--- config.mk ---
export PLATFORM = sky130hd
export DESIGN_NAME = if_stage
export DESIGN_NICKNAME = d
export VERILOG_FILES = /design/src/rtl/if_stage.sv
export SDC_FILE = /design/constraint.sdc
export NUM_CORES = 1
export LEC_CHECK = 0
export CAP_MARGIN = 5
export CORE_MARGIN = 1.5
export CORE_UTILIZATION = 43
export DETAILED_ROUTE_END_ITERATION = 10
export HOLD_SLACK_MARGIN = 0.15
export PLACE_DENSITY_LB_ADDON = 0.08
export SYNTH_ARGS = -nofsm -noshare
export SYNTH_HDL_FRONTEND = slang
export SYNTH_SLANG_ARGS = --single-unit
--- constraint.sdc ---
create_clock -name clk -period 2.7 [get_ports clk]
set_clock_uncertainty 0.05 [all_clocks]
set_input_delay 0.405 -clock clk [delete_from_list [all_inputs] [get_ports clk]]
set_output_delay 0.405 -clock clk [all_outputs]
set_load 0.005 [all_outputs]
--- src/rtl/if_stage.sv ---
// Instruction-fetch stage of the 5-stage MIPS pipeline: PC register, PC+4
// adder, instruction-memory address drive and IF/ID pipeline register.
// Optional build macro: IF_STALL_CNT_EN. When it is defined, a saturating
// stall-cycle counter is built. When it is undefined, stall_cnt_o is tied to 0.
module if_stage #(
  parameter logic [31:0] RESET_PC  = 32'h0000_0000,
  parameter logic [31:0] NOP_INSTR = 32'h0000_0000
) (
  input  logic        clk,
  input  logic        rst_n,
  input  logic        pc_write_i,
  input  logic        ifid_write_i,
  input  logic        redirect_i,
  input  logic [31:0] redirect_pc_i,
  output logic [31:0] imem_addr_o,
  input  logic [31:0] imem_rdata_i,
  output logic [31:0] pc_o,
  output logic [31:0] ifid_instr_o,
  output logic [31:0] ifid_pc4_o,
  output logic        ifid_valid_o,
  output logic [31:0] stall_cnt_o
);

  logic [31:0] pc_q, pc_d;
  logic [31:0] pc_plus4_s;
  logic [31:0] ifid_instr_q, ifid_instr_d;
  logic [31:0] ifid_pc4_q, ifid_pc4_d;
  logic        ifid_valid_q, ifid_valid_d;

  // PC+4 adder; the sum wraps modulo 2^32.
  assign pc_plus4_s = pc_q + 32'd4;

  // Next PC: a redirect beats a stall, and the target is forced word-aligned.
  always_comb begin
    pc_d = pc_q;
    if (redirect_i) begin
      pc_d = {redirect_pc_i[31:2], 2'b00};
    end else if (pc_write_i) begin
      pc_d = pc_plus4_s;
    end else begin
      pc_d = pc_q;
    end
  end

  // Next IF/ID contents: a flush beats a held IF/ID register.
  always_comb begin
    ifid_instr_d = ifid_instr_q;
    ifid_pc4_d   = ifid_pc4_q;
    ifid_valid_d = ifid_valid_q;
    if (redirect_i) begin
      ifid_instr_d = NOP_INSTR;
      ifid_pc4_d   = 32'h0000_0000;
      ifid_valid_d = 1'b0;
    end else if (ifid_write_i) begin
      ifid_instr_d = imem_rdata_i;
      ifid_pc4_d   = pc_plus4_s;
      ifid_valid_d = 1'b1;
    end else begin
      ifid_instr_d = ifid_instr_q;
      ifid_pc4_d   = ifid_pc4_q;
      ifid_valid_d = ifid_valid_q;
    end
  end

  // PC and IF/ID registers. Reset is asynchronous and leaves a bubble in IF/ID.
  always_ff @(posedge clk or negedge rst_n) begin
    if (!rst_n) begin
      pc_q         <= RESET_PC;
      ifid_instr_q <= NOP_INSTR;
      ifid_pc4_q   <= 32'h0000_0000;
      ifid_valid_q <= 1'b0;
    end else begin
      pc_q         <= pc_d;
      ifid_instr_q <= ifid_instr_d;
      ifid_pc4_q   <= ifid_pc4_d;
      ifid_valid_q <= ifid_valid_d;
    end
  end

`ifdef IF_STALL_CNT_EN
  logic [31:0] stall_cnt_q, stall_cnt_d;

  // A stall cycle is one where the PC neither advances nor is redirected.
  // The counter saturates at 32'hFFFF_FFFF and does not wrap.
  always_comb begin
    stall_cnt_d = stall_cnt_q;
    if (!pc_write_i && !redirect_i && (stall_cnt_q != 32'hFFFF_FFFF)) begin
      stall_cnt_d = stall_cnt_q + 32'd1;
    end else begin
      stall_cnt_d = stall_cnt_q;
    end
  end

  // Stall counter register. Only reset clears it.
  always_ff @(posedge clk or negedge rst_n) begin
    if (!rst_n) begin
      stall_cnt_q <= 32'h0000_0000;
    end else begin
      stall_cnt_q <= stall_cnt_d;
    end
  end

  assign stall_cnt_o = stall_cnt_q;
`else
  assign stall_cnt_o = 32'h0000_0000;
`endif

  assign imem_addr_o  = pc_q;
  assign pc_o         = pc_q;
  assign ifid_instr_o = ifid_instr_q;
  assign ifid_pc4_o   = ifid_pc4_q;
  assign ifid_valid_o = ifid_valid_q;

endmodule
==> metrics.txt, run 1 <==
status complete, no violations; FF+latch count, synth 94; Placed Area between 6000 and 7000 sq um; global-route wire length before repair between 20000 and 25000 um; CP Capture Type flop; Lkg Pwr 3.01 nW; via count roughly 4600; CP Max Fanout 13; DIE HEIGHT ~110 um; startpoint types flop; PD cells approximately 510 nW/um^2; commonest non-fill, non-tap cell in the layout clkdlybuf4s50_1; Root Driver clkbuf_16; Pins Over Slew Limit 0; clk buf depth 2; max incr delay on CP 0.58 ns; Initial DRC Count roughly 270; CP Buf/Inv Count 0; clock power share 35.1%; Clock Sinks between 90 and 100; Setup Crit Path Kind reg2reg; share of cells above drive strength 1 between 6 and 7%; Wirelength per Cell 16.1 um; clk slew on worst S/H paths 0.07 ns; Setup-failing EPs final 0; Cells after Synth roughly 550; Fin. Hold Viols 0; post-DP HPWL approximately 9900 um; Layout Nets just under 800; Pre-antenna DRT Iters 4; initial antenna violation count 0; initial core utilization a little over two fifths; Worst slew margin roughly 47%; via density per instance 5.29; synthesis warning total 0; total gr overflow 0; Max Cap Viol 0; delay-heaviest family, CP simple AND/OR/NAND/NOR gates; routability cong. ~0.83; die footprint between 10000 and 15000 sq um; Hold Crit Class in2reg; Core Region around 12000 sq um; minimum clock period ~2.5 ns; RSZ-0062 raised after global routing false; DRT antenna net count 0; Cell Int Power approximately 2.8 mW; Sequential Power Share 43.4%; hold-critical path depth 2; htree depth 3; Synth Cell Area 5210 sq um; Critical-path top delay cell or3_1; Worst R2R Path Depth 5; Num CTS Buffers 9; largest net degree at the start of global routing 61; routed wire length approximately 14000 um; f_max approximately 0.40 GHz; setup TNS 0 ns; crit-path cells ha_1 -> nand3_1 -> or3_1 -> or4_1 -> a311oi_1; Total GRT Usage 21.8%; most frequent cells in the layout clkdlybuf4s50_1, dfrtp_1, nor2_1; number of global-route vias before repair 4372; Worst-Margin Slew about 0.79 ns; Tcrit/Tclk final just over 90%; Final Instance Area ~7300 sq um; num rows 40; Area Growth Syn to Fin 40.0%; Yosys cell types 35; postcts setup bufs 0; worst skew pair latency approximately 0.34 ns; # IOs 230; CTS tree done; Max VDD drop between 200 and 250 uV; Syn Area/Cell 9.41 sq um; Worst EP arrival around 2.7 ns; final hold slack roughly 0.43 ns; residual DRC count 0; Gate power share around 22%; register area share after synthesis 45.1%; Sw Share between 20% and 30%; # port buffers between 150 and 200; Die Span X 113 um; switching power just under 1 mW; ant diodes 0; worst endpoint required time 2.89 ns; Crit. path cell count 5
Yosys cell counts, drive strengths merged:
| cell type | count | area share [%] |
|---|---|---|
| dfrtp | 94 | 45 |
| and4 | 3 | 0.50 |
| mux2i | 35 | 6.7 |
| nand3 | 13 | 1.2 |
| a311o | 1 | 0.19 |
| a31oi | 9 | 1.1 |
| a311oi | 15 | 2.5 |
| nor3 | 4 | 0.38 |
| nor2 | 78 | 5.6 |
| inv | 8 | 0.58 |
| xnor2 | 18 | 3.0 |
| ha | 1 | 0.24 |
| or4 | 23 | 3.3 |
| nor4 | 11 | 1.3 |
| o211ai | 3 | 0.43 |
| or2 | 2 | 0.24 |
| a21oi | 1 | 0.096 |
| nor3b | 1 | 0.14 |
| or3 | 11 | 1.3 |
| o21ai | 23 | 2.2 |
| conb | 1 | 0.072 |
| a211oi | 12 | 1.7 |
| clkbuf | 29 | 2.1 |
| a211o | 1 | 0.17 |
| nand2 | 36 | 2.6 |
| xor2 | 9 | 1.5 |
| o31ai | 17 | 2.4 |
| nand4 | 15 | 2.2 |
| buf | 80 | 11 |
through the flow:
step / worst slack (ns) / util, % / power (mW) / std cells
after detailed placement: 0.242 / 58.6 / 2.46 / 844
after floorplan: 0.350 / - / 2.03 / 589
final: 0.206 / 61.2 / 3.75 / 860
after global routing: 0.0623 / 61.2 / 3.92 / 860
after global placement: 0.290 / 58.6 / 2.45 / 844
after CTS: 0.203 / 61.2 / 3.79 / 860
power by group through the flow:
stage                     combinational [mW]  sequential (mW)  clock, mW
final                                  0.806             1.63       1.32
after global routing                   0.884             1.64       1.40
after CTS                              0.818             1.63       1.35
after detailed placement               0.812             1.65          0
after global placement                 0.803             1.65          0
after floorplan                        0.387             1.64          0
area by class of cell:
| cell class | instances | area [sq um] |
|---|---|---|
| Clock inverter | 4 | 55.1 |
| Clock buffer | 11 | 253 |
| Timing Repair Buffer | 218 | 2130 |
| Tap cell | 147 | 184 |
| Fill cell | 1093 | 4620 |
| Multi-Input combinational cell | 378 | 2290 |
| Inverter | 8 | 30.0 |
| Sequential cell | 94 | 2350 |
worst reg2reg max path, delay by kind of cell (launching register included):
family	cells	cell delay, ns
and+or+nand+nor	3	1.29
AOI/OAI and AO/OA	1	0.27
adders and majority gates	1	0.28
DFF	1	0.49
registers in the layout, summed over array words and instances, names as in the netlist:
| signal | cells |
|---|---|
| ifid_instr_o | 32 |
| ifid_valid_o | 1 |
| imem_addr_o | 30 |
| ifid_pc4_o | 31 |
logic make-up after synthesis:
logic type	after synthesis	share of synthesized area (%)
buf+inv	117	13.5
fa+ha+maj	1	0.240
compound gates	82	10.9
mux	35	6.72
xor+xnor	27	4.54
other cells	1	0.0720
flops	94	45.1
simple gates	197	18.9
final timing paths:
| kind | from | end | slack, ns |
|---|---|---|---|
| setup / recovery | imem_addr_o[3] | ifid_pc4_o[22] | 0.21 |
| hold / removal | redirect_i | ifid_instr_o[1] | 0.43 |
| setup reg to reg | imem_addr_o[3] | ifid_pc4_o[22] | 0.21 |
| hold reg to reg | ifid_valid_o | ifid_valid_o | 0.45 |
| max in group asynchronous | rst_n | imem_addr_o[11] | 1.30 |
| min in group asynchronous | rst_n | ifid_pc4_o[19] | 0.65 |
what timing repair did:
item,4_1_cts,5_1_grt
endpoints found under the setup margin,0,0
hold endpoints to repair,58,0
hold buffers,1,0
resized for setup,0,0
metal layers:
metal | track usage, % | part of all wire [%] | vias to the layer above
li1 | - | - | 2176
met4 | 8.42 | 1.9 | 0
met2 | 35.0 | 48 | 170
met5 | 0 | 0 | -
met3 | 5.30 | 7.2 | 18
met1 | 28.5 | 43 | 2187
Power figures use the tool's default switching activity.
==> inputs of run 2 (changes only) <==
RECOVER_POWER = 25   (was default)
==> metrics.txt, run 2 (synthesized netlist as in run 1, its figures left out) <==
Most common cell on crit path or4_1; switching power 991 uW (-0.28%); Placed Area 6980 sq um (unchanged); largest net degree at the start of global routing 61 (unchanged); Setup Crit Path Kind reg2reg; residual DRC count 0 (unchanged); Initial DRC Count 244 (-8.6%); # IOs 230 (unchanged); clk slew on worst S/H paths 0.06 ns (about the same); worst endpoint required time 2.88 ns (about the same); Fin. Hold Viols 0 (unchanged); Critical-path top delay cell or4_1; Area Growth Syn to Fin 39.4%; CP Capture Type flop; max incr delay on CP 0.81 ns (+0.23 ns); Clock Sinks 94 (unchanged); ant diodes 0 (unchanged); Worst Hold End ifid_valid_o; Worst EP arrival 2.69 ns (about the same); commonest non-fill, non-tap cell in the layout clkdlybuf4s50_1; DIE HEIGHT 113 um (unchanged); clk buf depth 2 (unchanged); hold-critical path depth 2 (unchanged); routability cong. 0.833 (unchanged); Cell Int Power 2.75 mW (-0.11%); failing checks max-capacitance violations, max-slew violations; Lkg Pwr 2.99 nW (-0.38%); Root Driver clkbuf_16; startpoint types flop; share of cells above drive strength 1 6.45% (-0.14 points); total gr overflow 0 (unchanged); Worst R2R Path Depth 4 (-1); number of global-route vias before repair 4372 (unchanged); Crit Reg-Reg Startpoint imem_addr_o[12]; Worst-Margin Slew 1.55 ns (+0.761 ns); Max VDD drop 224 uV (about the same); max FFs per register 32 (unchanged); Num CTS Buffers 9 (unchanged); minimum clock period 2.50 ns (+0.00950 ns); Layout Nets 779 (unchanged); via density per instance 5.25 (-0.79%); CP Max Fanout 16 (+3); Worst slew margin -3.40% (-51 points); Sequential Power Share 43.4% (about the same); hold_buf cts 1 (unchanged); htree depth 3 (unchanged); Core Region 11900 sq um (unchanged); clock power share 35.1% (about the same); RSZ-0062 raised after global routing false; status finished with violations; Pre-antenna DRT Iters 4 (unchanged); number of gates resized after cts 0 (unchanged); crit-path cells nand4_4 -> or4_1 -> or4_1 -> a311oi_1; Setup-failing EPs final 0 (unchanged); register-to-register setup slack 0.20 ns (about the same); Tcrit/Tclk final 92.7% (+0.35 points); Wirelength per Cell 16.1 um (-0.45%); Pins Over Slew Limit 60 (+60); CTS tree done; r2r endpoint ifid_pc4_o[31]; post-DP HPWL 9930 um (unchanged); routed wire length 13800 um (-0.45%); Gate power share 21.4% (about the same); initial antenna violation count 0 (unchanged); worst skew pair latency 0.34 ns (about the same); f_max 0.399 GHz (-0.38%); Hold Path Origin ifid_valid_o; # port buffers 191 (unchanged); Die Span X 113 um (unchanged); PD cells 515 nW/um^2 (+0.24%); num rows 40 (unchanged); most frequent cells in the layout clkdlybuf4s50_1, dfrtp_1, nor2_1; initial core utilization 43.7% (unchanged); postcts setup bufs 0 (unchanged); Hold Crit Class reg2reg; die footprint 12800 sq um (unchanged); Final Instance Area 7270 sq um (-0.39%); via count 4515 (-0.79%); setup TNS 0 ns (unchanged); DRT antenna net count 0 (unchanged); Sw Share 26.5% (-0.033 points); global-route wire length before repair 22000 um (unchanged); Max Cap Viol 1 (+1); Total GRT Usage 21.8% (unchanged)
-- run 2: through the flow --
step / worst slack, ns / instances / power, mW / hold slack (ns) / util [%]
final: 0.196 / 860 / 3.74 / 0.451 / 61.0
after detailed placement: 0.242 / 844 / 2.46 / 0.436 / 58.6
after global placement: 0.290 / 844 / 2.45 / 0.427 / 58.6
after CTS: 0.203 / 860 / 3.79 / 0.419 / 61.2
after floorplan: 0.350 / 589 / 2.03 / 0.0594 / -
after global routing: 0.0623 / 860 / 3.92 / 0.478 / 61.0
-- run 2: area by class of cell --
type / instances / area [sq um]
clock buffers: 11 / 253
clock inverters: 4 / 55.1
fillers: 1098 / 4650
inverters: 8 / 30.0
multi-input cells: 378 / 2290
flip-flops and latches: 94 / 2350
well taps: 147 / 184
repair buffers: 218 / 2110
-- run 2: worst max-delay path by stage --
stage | from | end | slack, ns | depth (start not counted)
2_1_floorplan | imem_addr_o[2] | ifid_pc4_o[30] | 0.35 | 6
3_3_place_gp | imem_addr_o[3] | ifid_pc4_o[22] | 0.29 | 5
3_5_place_dp | imem_addr_o[3] | ifid_pc4_o[22] | 0.24 | 5
4_1_cts | imem_addr_o[3] | ifid_pc4_o[22] | 0.20 | 5
5_1_grt | imem_addr_o[3] | ifid_pc4_o[24] | 0.06 | 5
6_report | imem_addr_o[12] | ifid_pc4_o[31] | 0.20 | 4
-- run 2: power groups by stage --
| stage | registers [mW] | logic, mW | clock network, mW |
|---|---|---|---|
| 2_1_floorplan | 1.64 | 0.387 | 0 |
| 3_3_place_gp | 1.65 | 0.803 | 0 |
| 3_5_place_dp | 1.65 | 0.812 | 0 |
| 4_1_cts | 1.63 | 0.818 | 1.35 |
| 5_1_grt | 1.64 | 0.881 | 1.40 |
| 6_report | 1.63 | 0.802 | 1.31 |
-- run 2: worst max-delay path, delay by kind of cell, from the launching register on --
kind	cells	cell delay [ns]
simple gates	3	1.56
flops	1	0.52
compound gates	1	0.27
-- run 2: per-layer routing --
layer  routed length (um)  vias up  global-route usage, %  share of wire (%)
li1                     -     2180                      -                  -
met1                 5860     2152                   28.5                 42
met2                 6680      165                   35.0                 48
met3                 1020       18                   5.30                7.4
met4                  252        0                   8.42                1.8
met5                    0        -                      0                  0
